$ cat src/rtl/display_hex_param_labkit.sv
// Parametrised serial dot-matrix hex display driver with brightness reload and frame snapshot.
// Optional per-digit blanking is enabled by defining DISP_BLANK_MASK_EN.
module display_hex_param_labkit #(
    parameter int NUM_CHARS    = 16,
    parameter int CLK_DIV      = 27,
    parameter int RESET_CYCLES = 100
) (
    input  logic                   clock_27mhz,
    input  logic                   reset,
    input  logic [4*NUM_CHARS-1:0] data,
    input  logic [3:0]             brightness,
`ifdef DISP_BLANK_MASK_EN
    input  logic [NUM_CHARS-1:0]   blank_mask,
`endif
    output logic                   disp_blank,
    output logic                   disp_clock,
    output logic                   disp_rs,
    output logic                   disp_ce_b,
    output logic                   disp_reset_b,
    output logic                   disp_data_out,
    output logic                   frame_done
);

    localparam int DIV_W     = $clog2(CLK_DIV) + 1;
    localparam int HOLD_W    = $clog2(RESET_CYCLES + 1) + 1;
    localparam int INIT_DOTS = 40 * NUM_CHARS;
    localparam int CTRL_BITS = 2 * NUM_CHARS;
    localparam int CNT_W     = $clog2(INIT_DOTS) + 1;
    localparam int DIG_W     = $clog2(NUM_CHARS);

    typedef enum logic [2:0] {
        RST,
        ENDRST,
        INIT,
        LATCHI,
        CTRL,
        LATCH,
        CTRLSEL,
        SHIFT
    } state_t;

    function automatic logic [39:0] hex_glyph(input logic [3:0] n);
        logic [39:0] g;
        unique case (n)
            4'h0: g = 40'h3E_51_49_45_3E;
            4'h1: g = 40'h00_42_7F_40_00;
            4'h2: g = 40'h62_51_49_49_46;
            4'h3: g = 40'h22_41_49_49_36;
            4'h4: g = 40'h18_14_12_7F_10;
            4'h5: g = 40'h27_45_45_45_39;
            4'h6: g = 40'h3C_4A_49_49_30;
            4'h7: g = 40'h01_71_09_05_03;
            4'h8: g = 40'h36_49_49_49_36;
            4'h9: g = 40'h06_49_49_29_1E;
            4'hA: g = 40'h7E_09_09_09_7E;
            4'hB: g = 40'h7F_49_49_49_36;
            4'hC: g = 40'h3E_41_41_41_22;
            4'hD: g = 40'h7F_41_41_41_3E;
            4'hE: g = 40'h7F_49_49_49_41;
            4'hF: g = 40'h7F_09_09_09_01;
        endcase
        return g;
    endfunction

    logic [DIV_W-1:0]       div_cnt;
    logic                   clk_int;
    logic                   tick;
    logic [HOLD_W-1:0]      hold_cnt;

    state_t                 state_q, state_d;
    logic [CNT_W-1:0]       cnt_q, cnt_d;
    logic [DIG_W-1:0]       dig_q, dig_d;
    logic [5:0]             dot_q, dot_d;
    logic [3:0]             bright_q, bright_d;
    logic [4*NUM_CHARS-1:0] frame_q, frame_d;
`ifdef DISP_BLANK_MASK_EN
    logic [NUM_CHARS-1:0]   mask_q, mask_d;
`endif

    logic                   rs_d;
    logic                   ce_b_d;
    logic                   reset_b_d;
    logic                   dout_d;
    logic                   done_d;

    logic [7:0]             ctrl_byte;
    logic [3:0]             cur_nib;
    logic [39:0]            cur_glyph;
    logic                   cur_dot;

    assign disp_blank = 1'b0;
    assign disp_clock = ~clk_int;

    // tick marks the cycle in which clk_int rises; all FSM work is gated on it
    assign tick      = (div_cnt == DIV_W'(CLK_DIV - 1)) && !clk_int;
    assign ctrl_byte = {2'b01, 2'b11, bright_q};

    always_ff @(posedge clock_27mhz) begin
        if (reset) begin
            div_cnt  <= '0;
            clk_int  <= 1'b0;
            hold_cnt <= HOLD_W'(RESET_CYCLES);
        end else begin
            if (div_cnt == DIV_W'(CLK_DIV - 1)) begin
                div_cnt <= '0;
                clk_int <= ~clk_int;
            end else begin
                div_cnt <= div_cnt + 1'b1;
            end
            if (hold_cnt != '0) begin
                hold_cnt <= hold_cnt - 1'b1;
            end
        end
    end

    always_comb begin
        cur_nib   = frame_q[{dig_q, 2'b00} +: 4];
        cur_glyph = hex_glyph(cur_nib);
        cur_dot   = cur_glyph[dot_q];
`ifdef DISP_BLANK_MASK_EN
        if (mask_q[dig_q]) begin
            cur_dot = 1'b0;
        end
`endif
    end

    always_comb begin
        state_d   = state_q;
        cnt_d     = cnt_q;
        dig_d     = dig_q;
        dot_d     = dot_q;
        bright_d  = bright_q;
        frame_d   = frame_q;
        rs_d      = disp_rs;
        ce_b_d    = disp_ce_b;
        reset_b_d = disp_reset_b;
        dout_d    = disp_data_out;
        done_d    = 1'b0;
`ifdef DISP_BLANK_MASK_EN
        mask_d    = mask_q;
`endif
        if (tick) begin
            unique case (state_q)
                RST: begin
                    if (hold_cnt == '0) begin
                        reset_b_d = 1'b0;
                        ce_b_d    = 1'b1;
                        rs_d      = 1'b0;
                        dout_d    = 1'b0;
                        state_d   = ENDRST;
                    end
                end
                ENDRST: begin
                    reset_b_d = 1'b1;
                    cnt_d     = '0;
                    state_d   = INIT;
                end
                INIT: begin
                    ce_b_d = 1'b0;
                    dout_d = 1'b0;
                    cnt_d  = cnt_q + 1'b1;
                    if (cnt_q == CNT_W'(INIT_DOTS - 1)) begin
                        state_d = LATCHI;
                    end
                end
                LATCHI: begin
                    ce_b_d   = 1'b1;
                    rs_d     = 1'b1;
                    bright_d = brightness;
                    cnt_d    = '0;
                    state_d  = CTRL;
                end
                CTRL: begin
                    ce_b_d = 1'b0;
                    dout_d = ctrl_byte[3'd7 - cnt_q[2:0]];
                    cnt_d  = cnt_q + 1'b1;
                    if (cnt_q == CNT_W'(CTRL_BITS - 1)) begin
                        state_d = LATCH;
                    end
                end
                LATCH: begin
                    ce_b_d = 1'b1;
                    rs_d   = 1'b0;
                    dout_d = 1'b0;
                    // a pending brightness change is flushed before the next frame
                    if (bright_q != brightness) begin
                        state_d = CTRLSEL;
                    end else begin
                        frame_d = data;
`ifdef DISP_BLANK_MASK_EN
                        mask_d  = blank_mask;
`endif
                        dig_d   = DIG_W'(NUM_CHARS - 1);
                        dot_d   = 6'd39;
                        state_d = SHIFT;
                    end
                end
                CTRLSEL: begin
                    ce_b_d   = 1'b1;
                    rs_d     = 1'b1;
                    bright_d = brightness;
                    cnt_d    = '0;
                    state_d  = CTRL;
                end
                SHIFT: begin
                    ce_b_d = 1'b0;
                    dout_d = cur_dot;
                    if (dot_q == 6'd0) begin
                        dot_d = 6'd39;
                        if (dig_q == '0) begin
                            done_d  = 1'b1;
                            state_d = LATCH;
                        end else begin
                            dig_d = dig_q - 1'b1;
                        end
                    end else begin
                        dot_d = dot_q - 1'b1;
                    end
                end
            endcase
        end
    end

    always_ff @(posedge clock_27mhz) begin
        if (reset) begin
            state_q       <= RST;
            cnt_q         <= '0;
            dig_q         <= '0;
            dot_q         <= '0;
            bright_q      <= '0;
            frame_q       <= '0;
`ifdef DISP_BLANK_MASK_EN
            mask_q        <= '0;
`endif
            disp_rs       <= 1'b0;
            disp_ce_b     <= 1'b1;
            disp_reset_b  <= 1'b0;
            disp_data_out <= 1'b0;
            frame_done    <= 1'b0;
        end else begin
            state_q       <= state_d;
            cnt_q         <= cnt_d;
            dig_q         <= dig_d;
            dot_q         <= dot_d;
            bright_q      <= bright_d;
            frame_q       <= frame_d;
`ifdef DISP_BLANK_MASK_EN
            mask_q        <= mask_d;
`endif
            disp_rs       <= rs_d;
            disp_ce_b     <= ce_b_d;
            disp_reset_b  <= reset_b_d;
            disp_data_out <= dout_d;
            frame_done    <= done_d;
        end
    end

endmodule
$ cat config.mk
export PLATFORM = sky130hd
export DESIGN_NAME = display_hex_param_labkit
export DESIGN_NICKNAME = d
export VERILOG_FILES = /design/src/rtl/display_hex_param_labkit.sv
export SDC_FILE = /design/constraint.sdc
export NUM_CORES = 1
export LEC_CHECK = 0
export ABC_AREA = 1
export CAP_MARGIN = 10
export CORE_MARGIN = 2
export CORE_UTILIZATION = 60
export DETAILED_ROUTE_END_ITERATION = 10
export HOLD_SLACK_MARGIN = 0.03
export PLACE_DENSITY = 0.85
export SETUP_SLACK_MARGIN = 0.15
export SYNTH_ARGS = -nofsm -noshare
export SYNTH_HDL_FRONTEND = slang
export SYNTH_SLANG_ARGS = --single-unit
$ cat constraint.sdc
create_clock -name clock_27mhz -period 7.89 [get_ports clock_27mhz]
set_clock_uncertainty 0.05 [all_clocks]
set_input_delay 0.789 -clock clock_27mhz [delete_from_list [all_inputs] [get_ports clock_27mhz]]
set_output_delay 0.789 -clock clock_27mhz [all_outputs]
set_load 0.02 [all_outputs]
==> qor_table.md <==
| Parameter | Value | Unit |
|---|---|---|
| Layout fillers | 878 | - |
| Peak supply drop | 0.0000867 | V |
| H-tree lvl count | 3 | - |
| Slowest CP cell | sky130_fd_sc_hd__o21ai_0 | - |
| Count of different cell masters after synthesis | 40 | - |
| Period Utilization, post-route | 45.4 | % |
| Setup repair after global routing missed its margin | false | - |
| Slew Limit Headroom | 43.4 | % |
| Min-delay worst type | register to register | - |
| Total of endpoints with negative setup slack in the final report | 0 | - |
| Number of enable flip-flop cells after synthesis | 0 | - |
| Final ANT Viol Nets | 0 | - |
| Met3 wirelength from detailed routing | 819 | um |
| Slew @ Worst Pin | 849 | ps |
| Maximum buffer depth of the clock tree | 2 | - |
| Number of port buffers | 75 | - |
| Total vias in the final route | 6012 | - |
| Number of flip-flops and latches in the synthesized netlist | 112 | - |
| Startpoint-to-endpoint class of the critical path | register to register | - |
| Area growth, synth to finish | 15.1 | % |
| HPWL after DPL | 10200 | um |
| Synthesized instance count | 917 | - |
| Startpoint of the most critical hold path | frame_q[56]$_SDFFE_PP0P_ | - |
| Leading register cell type out of synthesis | sky130_fd_sc_hd__dfxtp_1 | - |
| Total number of placement rows | 36 | - |
| Die Footprint | 11000 | um2 |
| Met2 layer wire length in the routed design | 6660 | um |
| Min Hold Slack | 413 | ps |
| Final-layout setup total negative slack | 0 | ps |
| Cells taking the most area after synthesis | sky130_fd_sc_hd__dfxtp_1 37%, sky130_fd_sc_hd__nand2_1 11%, sky130_fd_sc_hd__nor2_1 7.9%, sky130_fd_sc_hd__o21ai_0 7.6%, sky130_fd_sc_hd__nand3_1 6.8% | - |
| Die width | 105 | um |
| Leakage component of the power | 0.00276 | uW |
| Total routing resource utilization after global routing | 26.7 | % |
| Top-level I/O count | 77 | - |
| Synth top area share | 36.8 | % |
| Highest metal layer used by the detailed router | met4 | - |
| Clock edge transition at the registers on the reported setup and hold paths | 110 | ps |
| Cell family with the largest share of critical-path delay | simple AND/OR/NAND/NOR gates | - |
| Number of global-route vias before repair | 5319 | - |
| Bufs and invs on worst path | 3 | - |
| Run status | finished, final reports clean | - |
| Number of buffers inserted by hold repair at cts | 0 | - |
| Final count of pins violating max slew | 0 | - |
| Startpoint type of the worst setup path | register | - |
| Register-to-Register Path Depth | 20 | - |
| Summed instance area of the synthesized netlist | 6100 | um2 |
| DRC violation count after routing | 0 | - |
| 1st-iter DRT viols | 409 | - |
| Min Tclk post-route | 3580 | ps |
| Average wire length per cell after detail routing | 13.1 | um |
| Number of antenna diodes | 0 | - |
| WP data required | 8110 | ps |
| Fraction of layout instances using a drive strength above 1 | 5.89 | % |
| Clock insertion delay at the later pin of the skew report | 380 | ps |
| Total number of cells along the worst setup path | 20 | - |
| Effective utilization at floorplan | 62.1 | % |
| Critical-path cell list | buf_4 > inv_2 > o21ai_0 > nand2_1 > nor2_1 > nor2_1 > nor2_1 > ha_1 > inv_1 > nand2_1 > nand3_1 > nand3_1 > nand3_1 > nand2_1 > nand2_1 > nand2_1 > nand3_1 > nand2_1 > nand2_1 > a21oi_1 | - |
| Most frequent CP cell | sky130_fd_sc_hd__nand2_1 | - |
| Detailed-routing wirelength on met1 | 6660 | um |
| Remaining global-route overflow | 0 | - |
| Endpoints failing hold | 0 | - |
| Number of nets in the final layout | 1049 | - |
| Total nets after synthesis | 1003 | - |
| Placeable core area | 9820 | um2 |
| Resize count post-CTS | 0 | - |
| WP data arrival | 3800 | ps |
| Async S/R FF share, synth | 0 | % |
| Maximum capacitance violations | 0 | - |
| Number of instances in the placed design | 1085 | - |
| Cell taking the most area after synthesis | sky130_fd_sc_hd__dfxtp_1 | - |
| CTS Root Buffer Type | sky130_fd_sc_hd__clkbuf_8 | - |
| Count of yosys warnings during synthesis | 0 | - |
| Critical path launch point | dig_q[0]$_SDFFE_PP0P_ | - |
| GPL Wtd Cong | 0.923 | - |
| Setup Fix Bufs, Post-CTS | 0 | - |
| Power density of the placed cells | 139 | nW/um2 |
| Global-route wire length before repair | 24500 | um |
| Critical-path maximum fanout | 41 | - |
| Top achievable clock speed | 279 | MHz |
| Fin cells | 1101 | - |
| Via density | 5.46 | - |
| Floorplan die height | 105 | um |
| Beginning of the worst register-to-register path | dig_q[0]$_SDFFE_PP0P_ | - |
| Final wirelength | 14400 | um |
| DRT Pass-1 Iters | 5 | - |
| Inserted Clock Buffers | 9 | - |
| Seq/Total Area, Yosys | 36.8 | % |
| Element type at the critical path end | register | - |
| Pin count of the biggest net entering global routing | 106 | - |
| Clock sinks | 112 | - |
| Slowest cell delay on critical path | 460 | ps |
| Worst Hold Depth | 2 | - |
| Antenna violations before repair | 0 | - |
| Synthesized area divided by synthesized cell count | 6.65 | um2 |
| CTS tree | yes | - |
## report_power, final
| part | internal, uW | leakage, uW | switching (uW) |
|---|---|---|---|
| logic | 41.2 | 0.00176 | 26.7 |
| registers | 571 | 0.000904 | 4.31 |
| clock network | 124 | 0.0000972 | 209 |
## per-stage QoR
step	utilization [%]	setup slack (ps)	instance area, um2	total power [uW]
detailed placement	69.5	4070	6820	656
floorplan	-	5410	6100	615
finish	71.4	4310	7010	976
global placement	69.5	4100	6820	655
global route	71.4	4040	7010	1010
CTS	71.4	4410	7010	978
## layout make-up
| cell class | count | area (um2) | area share, % |
|---|---|---|---|
| Inverter | 105 | 399 | 5.69 |
| Timing Repair Buffer | 78 | 773 | 11.0 |
| Sequential cell | 112 | 2240 | 32.0 |
| Multi-Input combinational cell | 657 | 3240 | 46.2 |
| Tap cell | 133 | 166 | 2.37 |
| Clock inverter | 6 | 63.8 | 0.910 |
| Clock buffer | 10 | 128 | 1.82 |
## registers in the layout, indices dropped and copies added, names as in the netlist
name	cells
bright_q	4
clk_int	1
cnt_q	11
dig_q	4
disp_ce_b	1
disp_data_out	1
disp_reset_b	1
disp_rs	1
div_cnt	6
dot_q	6
frame_done	1
frame_q	64
hold_cnt	8
state_q	3
## routing by layer
metal	GRT usage, %	vias up
met5	0	-
met4	8.10	0
met3	3.62	29
met2	43.9	192
met1	36.5	2706
li1	-	3085
## path summary, 6_finish.rpt
check | endpoint | slack, ps
setup / recovery | disp_data_out$_SDFFE_PP0P_ | 4310
hold / removal | frame_q[56]$_SDFFE_PP0P_ | 410
setup reg to reg | disp_data_out$_SDFFE_PP0P_ | 4310
hold reg to reg | frame_q[56]$_SDFFE_PP0P_ | 410
## cell families (layout without fill, tap and decap cells)
group	Yosys count	in the layout	synth area share, %
adders and majority gates	16	16	3.28
buffers and inverters	148	199	10.0
xor gates and xnor gates	11	11	1.58
AOI/OAI and AO/OA	202	202	17.6
other	1	1	0.0615
DFF	112	112	36.8
and+or+nand+nor	427	427	30.7
## placed cells by master (no fill, tap or decap), types with 2 or more instances in the layout
master and instances:
sky130_fd_sc_hd__nand2_1 174, sky130_fd_sc_hd__nor2_1 128, sky130_fd_sc_hd__dfxtp_1 112, sky130_fd_sc_hd__o21ai_0 93
sky130_fd_sc_hd__inv_1 88, sky130_fd_sc_hd__nand3_1 83, sky130_fd_sc_hd__a21oi_1 79, sky130_fd_sc_hd__clkdlybuf4s50_1 75
sky130_fd_sc_hd__ha_1 16, sky130_fd_sc_hd__inv_2 14, sky130_fd_sc_hd__nor3_1 12, sky130_fd_sc_hd__o21ai_1 9
sky130_fd_sc_hd__clkbuf_8 9, sky130_fd_sc_hd__xor2_1 7, sky130_fd_sc_hd__nand4_1 6, sky130_fd_sc_hd__nor2_2 6
sky130_fd_sc_hd__a211oi_1 5, sky130_fd_sc_hd__a31oi_1 5, sky130_fd_sc_hd__nor2_4 5, sky130_fd_sc_hd__xnor2_1 4
sky130_fd_sc_hd__nand2_2 4, sky130_fd_sc_hd__o211ai_1 4, sky130_fd_sc_hd__inv_6 3, sky130_fd_sc_hd__buf_4 3
sky130_fd_sc_hd__nor4_4 2, sky130_fd_sc_hd__inv_4 2, sky130_fd_sc_hd__o21a_1 2, sky130_fd_sc_hd__clkinv_8 2
## tightest hold or removal path: stages (launching register included)
cell	delay, ps
sky130_fd_sc_hd__dfxtp_1	310
sky130_fd_sc_hd__inv_1	60
sky130_fd_sc_hd__a21oi_1	50
## cells in the mapped netlist, types with 5 or more instances
| library cell | count |
|---|---|
| sky130_fd_sc_hd__ha_1 | 16 |
| sky130_fd_sc_hd__nor3_1 | 12 |
| sky130_fd_sc_hd__inv_1 | 89 |
| sky130_fd_sc_hd__nor2_1 | 128 |
| sky130_fd_sc_hd__a31oi_1 | 5 |
| sky130_fd_sc_hd__nand2_1 | 174 |
| sky130_fd_sc_hd__buf_4 | 5 |
| sky130_fd_sc_hd__a211oi_1 | 5 |
| sky130_fd_sc_hd__buf_2 | 8 |
| sky130_fd_sc_hd__nand3_1 | 83 |
| sky130_fd_sc_hd__nor2_4 | 5 |
| sky130_fd_sc_hd__o21ai_0 | 93 |
| sky130_fd_sc_hd__xor2_1 | 7 |
| sky130_fd_sc_hd__clkbuf_1 | 27 |
| sky130_fd_sc_hd__dfxtp_1 | 112 |
| sky130_fd_sc_hd__nand4_1 | 6 |
| sky130_fd_sc_hd__inv_2 | 14 |
| sky130_fd_sc_hd__nor2_2 | 6 |
| sky130_fd_sc_hd__o21ai_1 | 9 |
| sky130_fd_sc_hd__a21oi_1 | 79 |
Note: power is estimated with default switching activity, not from simulation.
